## config.mk

```make
export PLATFORM = sky130hd
export DESIGN_NAME = dexie_df_retire_buffer
export DESIGN_NICKNAME = d
export VERILOG_FILES = /design/src/rtl/dexie_df_retire_buffer_pkg.sv /design/src/rtl/dexie_df_fifo_ram.sv /design/src/rtl/dexie_df_retire_buffer.sv
export SDC_FILE = /design/constraint.sdc
export NUM_CORES = 1
export LEC_CHECK = 0
export BUFFER_PORTS_ARGS = -buffer_cell sky130_fd_sc_hd__clkbuf_2
export CORE_MARGIN = 1
export CORE_UTILIZATION = 40
export CTS_BUF_LIST = sky130_fd_sc_hd__clkbuf_4 sky130_fd_sc_hd__clkbuf_8 sky130_fd_sc_hd__clkbuf_16
export DETAILED_ROUTE_END_ITERATION = 10
export REMOVE_ABC_BUFFERS = 1
export SKIP_CTS_REPAIR_TIMING = 1
export SLEW_MARGIN = 20
export SYNTH_ARGS = -nofsm -noshare
export SYNTH_HDL_FRONTEND = slang
export SYNTH_HIERARCHICAL = 1
export SYNTH_SLANG_ARGS = --single-unit
```

## constraint.sdc

```tcl
create_clock -name clk -period 16.2 [get_ports clk]
set_clock_uncertainty 0.05 [all_clocks]
set_input_delay 1.62 -clock clk [delete_from_list [all_inputs] [get_ports clk]]
set_output_delay 1.62 -clock clk [all_outputs]
set_load 0.05 [all_outputs]
```

## src/rtl/dexie_df_retire_buffer_pkg.sv

```systemverilog
// Shared DExIE dataflow definitions: the retirement record layout
// (taiga_types slice) and the buffer sizing defaults (taiga_config slice).
package dexie_df_retire_buffer_pkg;

   // Default buffer depth; must be a power of two, at least 4.
   localparam int DEXIE_DF_DEPTH = 8;

   // Stall threshold leaves two entries of slack for events already in flight.
   function automatic int dexie_df_almost_full(input int depth);
      return depth - 2;
   endfunction

   // One retirement event as handed to the external checker.
   typedef struct packed {
      logic [31:0] pc;
      logic [4:0]  rd_addr;
      logic [31:0] rd_val;
      logic [7:0]  seq;
   } dexie_df_record_t;

endpackage

```

## src/rtl/dexie_df_fifo_ram.sv

```systemverilog
// Record storage for the retire buffer: synchronous write, asynchronous
// read, so it maps onto distributed RAM. Contents are not reset.
module dexie_df_fifo_ram
   import dexie_df_retire_buffer_pkg::*;
#(
   parameter int DEPTH = 8,
   localparam int AW = $clog2(DEPTH)
) (
   input  logic             clk,
   input  logic             wr_en,
   input  logic [AW-1:0]    wr_addr,
   input  dexie_df_record_t wr_data,
   input  logic [AW-1:0]    rd_addr,
   output dexie_df_record_t rd_data
);

   dexie_df_record_t mem [DEPTH];

   // Write the incoming record at the tail slot.
   always_ff @(posedge clk) begin
      if (wr_en) begin
         mem[wr_addr] <= wr_data;
      end
   end

   assign rd_data = mem[rd_addr];

endmodule

```

## src/rtl/dexie_df_retire_buffer.sv

```systemverilog
// Retirement event buffer between write-back and the DExIE checker.
// Stream handshake: a record transfers on a rising clk edge where
// df_out_valid and df_out_ready are both high; the head fields hold while
// valid is high and ready is low, and read as zero while the buffer is empty.
module dexie_df_retire_buffer
   import dexie_df_retire_buffer_pkg::*;
#(
   parameter int DEPTH       = DEXIE_DF_DEPTH,
   parameter int ALMOST_FULL = dexie_df_almost_full(DEPTH)
) (
   input  logic        clk,
   input  logic        rst,
   input  logic [31:0] dexie_df_reg_pc,
   input  logic [4:0]  dexie_df_reg_rd_addr,
   input  logic [31:0] dexie_df_reg_rd_val,
   output logic        df_out_valid,
   input  logic        df_out_ready,
   output logic [31:0] df_out_pc,
   output logic [4:0]  df_out_rd_addr,
   output logic [31:0] df_out_rd_val,
   output logic [7:0]  df_out_seq,
   output logic        df_stall,
   output logic        df_overflow,
   input  logic        df_overflow_clear,
   output logic [15:0] df_drop_count
);

   localparam int AW = $clog2(DEPTH);
   localparam int CW = AW + 1;

   logic [AW-1:0]    head_q;
   logic [AW-1:0]    tail_q;
   logic [CW-1:0]    count_q;
   logic [7:0]       seq_q;
   logic             overflow_q;
   logic [15:0]      drop_cnt_q;

   logic             push_req;
   logic             pop;
   logic             full;
   logic             push_accept;
   logic             drop;
   dexie_df_record_t wr_rec;
   dexie_df_record_t head_rec;

   assign push_req    = (dexie_df_reg_rd_addr != 5'd0);
   assign full        = (count_q == CW'(DEPTH));
   assign pop         = df_out_valid && df_out_ready;
   // A pop in the same cycle frees the slot, so a push into a full buffer still lands.
   assign push_accept = push_req && (!full || pop);
   assign drop        = push_req && full && !pop;

   assign wr_rec.pc      = dexie_df_reg_pc;
   assign wr_rec.rd_addr = dexie_df_reg_rd_addr;
   assign wr_rec.rd_val  = dexie_df_reg_rd_val;
   assign wr_rec.seq     = seq_q;

   dexie_df_fifo_ram #(
      .DEPTH (DEPTH)
   ) u_ram (
      .clk     (clk),
      .wr_en   (push_accept),
      .wr_addr (tail_q),
      .wr_data (wr_rec),
      .rd_addr (head_q),
      .rd_data (head_rec)
   );

   // Pointers, occupancy and sequence tag.
   always_ff @(posedge clk or negedge rst) begin
      if (!rst) begin
         head_q  <= '0;
         tail_q  <= '0;
         count_q <= '0;
         seq_q   <= '0;
      end else begin
         if (push_accept) begin
            tail_q <= tail_q + AW'(1);
         end
         if (pop) begin
            head_q <= head_q + AW'(1);
         end
         case ({push_accept, pop})
            2'b10:   count_q <= count_q + CW'(1);
            2'b01:   count_q <= count_q - CW'(1);
            default: count_q <= count_q;
         endcase
         // Every attempt consumes a tag so the checker can see drops as gaps.
         if (push_req) begin
            seq_q <= seq_q + 8'd1;
         end
      end
   end

   // Sticky overflow flag and saturating drop counter; clear wins over a drop.
   always_ff @(posedge clk or negedge rst) begin
      if (!rst) begin
         overflow_q <= 1'b0;
         drop_cnt_q <= '0;
      end else if (df_overflow_clear) begin
         overflow_q <= 1'b0;
         drop_cnt_q <= '0;
      end else if (drop) begin
         overflow_q <= 1'b1;
         if (drop_cnt_q != 16'hFFFF) begin
            drop_cnt_q <= drop_cnt_q + 16'd1;
         end
      end
   end

   assign df_out_valid   = (count_q != '0);
   assign df_out_pc      = df_out_valid ? head_rec.pc      : 32'd0;
   assign df_out_rd_addr = df_out_valid ? head_rec.rd_addr : 5'd0;
   assign df_out_rd_val  = df_out_valid ? head_rec.rd_val  : 32'd0;
   assign df_out_seq     = df_out_valid ? head_rec.seq     : 8'd0;
   assign df_stall       = (count_q >= CW'(ALMOST_FULL));
   assign df_overflow    = overflow_q;
   assign df_drop_count  = drop_cnt_q;

endmodule

```

* Word-level counts from Yosys, hierarchy flattened
Memory sizes are Yosys's and may differ from the RTL's.
Cells that the tools add are included.
** Operators by class
- Add/sub/neg operators :: 6
- Multiply operators :: 0
- Divide/modulo/power cells :: 0
- Magnitude comparators :: 1
- Equal/unequal tests :: 4
- Shift operators :: 0
- Multiplexer cells :: 12
- Bitwise logic cells :: 0
- Reduce and logical (&&, ||, !) cells :: 13
** Operators with widths (number)
- two-way mux 32 bit :: 2
- two-way mux 16 bit :: 3
- adder 16 x 1 -> 16 bit, second input constant :: 1
- != test 16 bit, second input constant :: 1
- adder 8 x 1 -> 8 bit, second input constant :: 1
- two-way mux 8 bit :: 1
- case mux 4 bit (2 select lines) :: 1
- adder 3 x 1 -> 3 bit, second input constant :: 2
- nonzero test 2 bit :: 3
- two-way mux 5 bit :: 1
- nonzero test 5 bit :: 1
- adder 4 x 1 -> 4 bit, second input constant :: 1
- equality test 4 bit, second input constant :: 1
- greater-or-equal comparator 4 x 3 -> 1 bit, second input constant :: 1
- logical AND 1 bit :: 4
- two-way mux 1 bit :: 4
- nonzero test 4 bit :: 1
- subtractor 4 x 1 -> 4 bit, second input constant :: 1
- equality test 2 x 1 -> 1 bit, second input constant :: 1
- equality test 2 bit, second input constant :: 1
- logical NOT 1 bit :: 2
- AND reduction 2 bit :: 1
- logical OR 1 bit :: 1
** Storage, ports and cells
- Register bits after elaboration :: 35
- Bits in latches :: 0
- Bits in writable memories :: 616
- Bits in read-only memories :: 0
- Bits of input ports :: 73
- Output and inout port bits :: 96
- Word-level logic and storage cells :: 43
- Memories kept :: 1
** Memories
- u_ram.mem :: words 8, bits a word 77, read ports 1, clocked after memory_dff 0, wr ports 1, line dexie_df_fifo_ram.sv:17 : dexie_df_record_t mem [DEPTH];

* Logic depth before layout (Yosys ltp)
- Word-level depth :: 6
- Gate-level depth with buffers :: 9
- Gate-level depth less buffers :: 8

* By module
Netlist, hierarchy kept.
** Modules (own cells, without submodules)
- dexie_df_fifo_ram :: instances 1, cells an instance 903, area each 23425.0 um^2, sequential area each 18497.7 um^2
- dexie_df_retire_buffer :: instances 1, cells an instance 255, area each 2289.7 um^2, sequential area each 875.8 um^2

* Least setup slack after synthesis
OpenSTA, ideal clock, no wires.
- Kind :: input to register
- Start :: input dexie_df_reg_rd_addr[1]
- End :: memory u_ram/mem[0][0] (netlist name) (enable)
- Library setup time :: 0.607 ns
- Arrival time :: 7.511 ns
- Data required time :: 15.543 ns
- Path slack :: 8.032 ns
- Stages :: 5
- Path buffers :: 0
- Path through :: nor3_1 > and2_2 > nor2_1 > nand2b_1 > nor3_1
** On the way
- Word-level cells in the longest chain between the ends :: 4
** RTL lines
- from (decl) :: line dexie_df_retire_buffer.sv:14 : input logic [4:0] dexie_df_reg_rd_addr,
- nonzero test 5 bit :: line dexie_df_retire_buffer.sv:46 : assign push_req = (dexie_df_reg_rd_addr != 5'd0);
- logical AND 1 bit :: line dexie_df_retire_buffer.sv:50 : assign push_accept = push_req && (!full || pop);
- via push_accept :: line dexie_df_retire_buffer.sv:41 : logic push_accept;
- two-way mux 1 bit :: line dexie_df_fifo_ram.sv:21 : if (wr_en) begin
- two-way mux 1 bit (not written as such) :: line dexie_df_fifo_ram.sv:22 : mem[wr_addr] <= wr_data;
- to (decl) :: line dexie_df_fifo_ram.sv:17
The timed path passes the listed nets, and every way through them passes these cells.

==> results.ini <==
[synth]
async_flop_share_pct = 5.376
synth_flop_cell = edfxtp_1
synth.avg_cell_area_um2 = 22.21
synth-seq-cells = 651
synth_area_um2 = 25710
syn_inst = 1158
synth_fa_ha_area_share_pct = 0.3698
yosys.area_share.simple_pct = 3.635
synth-xor-area-share_pct = 0.5109
synth_top_family_by_area = multiplexers
synthMuxAreaShare_pct = 18.07
ys_seq_area_share_pct = 75.34
synth_edf_count = 616
synth-compound-area-share_pct = 0.5888
synth.distinct_cells = 43
ys.warnings.count = 6

[power_and_ir_drop]
p_comb_share_pct = 39.7
pwr-share-clk_pct = 22.6
power_frac_seq_pct = 37.8
power_w = 0.006689
cellLeakagePower_nw = 10.09
p_int_w = 0.004235
powerDensity_nw_per_um2 = 225.2
max-vdd-ir-drop_uv = 133.1
p_sw_w = 0.002454
p_sw_share_pct = 36.68

[sta]
timing.final.crit_share_pct = 32.94
finalSetupViolCount = 0
period_needed_ps = 5336
maxSlewViolCount = 0
rsz0062_at_grt = false
fin_ws_ps = 10860
hold_ws_ps = 441.7
worst-slew-pin-transition_ps = 1092
fin_setup_tns_ps = 0
fmax_mhz = 187.4
slew_headroom_pct = 27.19
finalHoldViolations = 0

[floorplanning]
core-area_um2 = 63310
die-area_um2 = 65310
die-height_um = 255.6
top_level_ports = 169
rows = 92
start_util_pct = 40.62
die_w_um = 255.6

[clock_network]
cts_root_buf = clkbuf_16
clk_pin_slew_ps = 60
cts-htree-levels = 3
cts_tree = yes
numClockSinks = 651
numCtsBuffers = 70
cts.path.max_buffers = 3
clk_latency_ps = 590

[critical_path]
critPathLaunchType = flip-flop
worstPathRequired_ps = 14530
crit_slowest_cell = buf_4
cp_num_buf_inv = 2
path_max_fanout = 70
critical_path_class = flip-flop to output pin
cpPeakStageDelay_ps = 930
critPathArrivalTime_ps = 3670
crit_family = buffers and inverters
crit_chain = buf_4 -> mux4_2 -> mux2_2 -> and2_1 -> clkbuf_2
cp-end-kind = output pin

[grt]
grt_pass1_vias = 12480
grt_usage_pct = 16.01
grt_max_degree = 109
antenna_found_initial = 3
overflow = 0
grt_first_pass_wirelength_um = 78650

[finish]
fill_cells = 5319
nNetsFinal = 1443
layout_common_cells = edfxtp_1, clkbuf_2, mux4_2
final_common_cell = edfxtp_1
final_layout_size_suffix_gt1_share_pct = 39.45
finalCoreUtilization_pct = 46.91
area_delta_synth_final_pct = 15.50

[hold_path]
hold_class = flip-flop to flip-flop

[place]
gp_congestion = 0.7008
dp_hpwl_um = 26870
post-place-ws_ps = 11100
port_buffers = 168

[flow_run]
drv_cap = 0

[routing]
wl_per_cell_um = 22.91
initialDrtViolationCount = 709
top_layer = met5
ant_nets = 0
drtPass1Iterations = 5
wl_met1_um = 23120
viasPerCell = 5.223
route.detailed.drc = 0
met3_length_um = 2539
wl_met2_um = 25100
wirelength_um = 51760
num_vias = 11800

[run_status]
status = completed

## per-layer routing
layer | track usage, % | vias up
met1 | 22.23 | 6265
li1 | - | 5188
met3 | 3.050 | 72
met2 | 25.72 | 270
met5 | 0 | -
met4 | 4.874 | 4
## cell type report
class                      count  area [µm²]  share of cell area [%]
antenna                        1       2.502                0.008425
tap                          846        1059                   3.564
multi-input combinational    446        6015                   20.25
sequential                   651       19380                   65.27
clock buffer                  87        1914                   6.445
timing repair buffer         189        1031                   3.471
clock inverter                34       276.5                  0.9310
inverter                       5       18.77                 0.06319
## flip-flops by register name, summed over array words and instances (netlist names)
register       cells
df_drop_count     16
seq_q              8
head_q             3
df_overflow        1
count_q            4
u_ram/mem        616
tail_q             3
## cells by family after synthesis
logic type / after synthesis
xor+xnor: 15
mux: 239
compound gates: 28
simple gates: 157
flops: 651
fa+ha+maj: 7
buf+inv: 61
## worst register-to-register path, cell delays in order, from the launching register on
cell      delay [ps]
dfrtp_1          450
nor4_2            80
and2_2           230
nor2_1           290
nand2b_1         290
nor2_4           850
buf_4            890
## power by group through the flow
stage	combinational, W	clock [W]	sequential (W)
final	0.00265	0.00151	0.00253
after global routing	0.00282	0.00161	0.00257
after CTS	0.00268	0.00155	0.00256
after detailed placement	0.00267	0	0.00259
after global placement	0.00267	0	0.00257
after floorplan	0.00204	0	0.00270
## final timing paths
kind	from	to	slack (ps)	cells after the start
min reg2reg	tail_q[2]	tail_q[2]	440	1
min	tail_q[2]	tail_q[2]	440	1
max	head_q[2]	df_out_seq[3]	10860	5
max in group asynchronous	rst	head_q[0]	14280	1
min in group asynchronous	rst	df_drop_count[5]	1120	1
max reg2reg	count_q[0]	u_ram/mem[2][35]	12660	6
## stage by stage
step | cell area, µm² | instances
6_report | 29700 | 2259
5_1_grt | 29700 | 2259
4_1_cts | 29670 | 2257
3_5_place_dp | 27480 | 2136
3_3_place_gp | 27480 | 2136
2_1_floorplan | 25350 | 1102
## synthesized netlist by cell type (4+ instances only)
cell / count / area share [%]
edfxtp_1: 616 / 72
mux4_2: 154 / 13
and2_1: 77 / 1.9
mux2_4: 60 / 3.5
dfrtp_1: 35 / 3.4
buf_2: 23 / 0.45
clkbuf_1: 21 / 0.31
mux2_2: 21 / 0.92
nor2_1: 15 / 0.22
nand2_1: 14 / 0.20
a21oi_1: 13 / 0.25
xnor2_1: 13 / 0.44
o21ai_0: 11 / 0.21
or3_1: 11 / 0.27
nand3_1: 10 / 0.19
buf_12: 7 / 0.54
ha_1: 6 / 0.29
inv_1: 5 / 0.073
nand4_1: 5 / 0.12
and4_1: 4 / 0.14
mux2i_1: 4 / 0.16
Power figures use the tool's default switching activity.
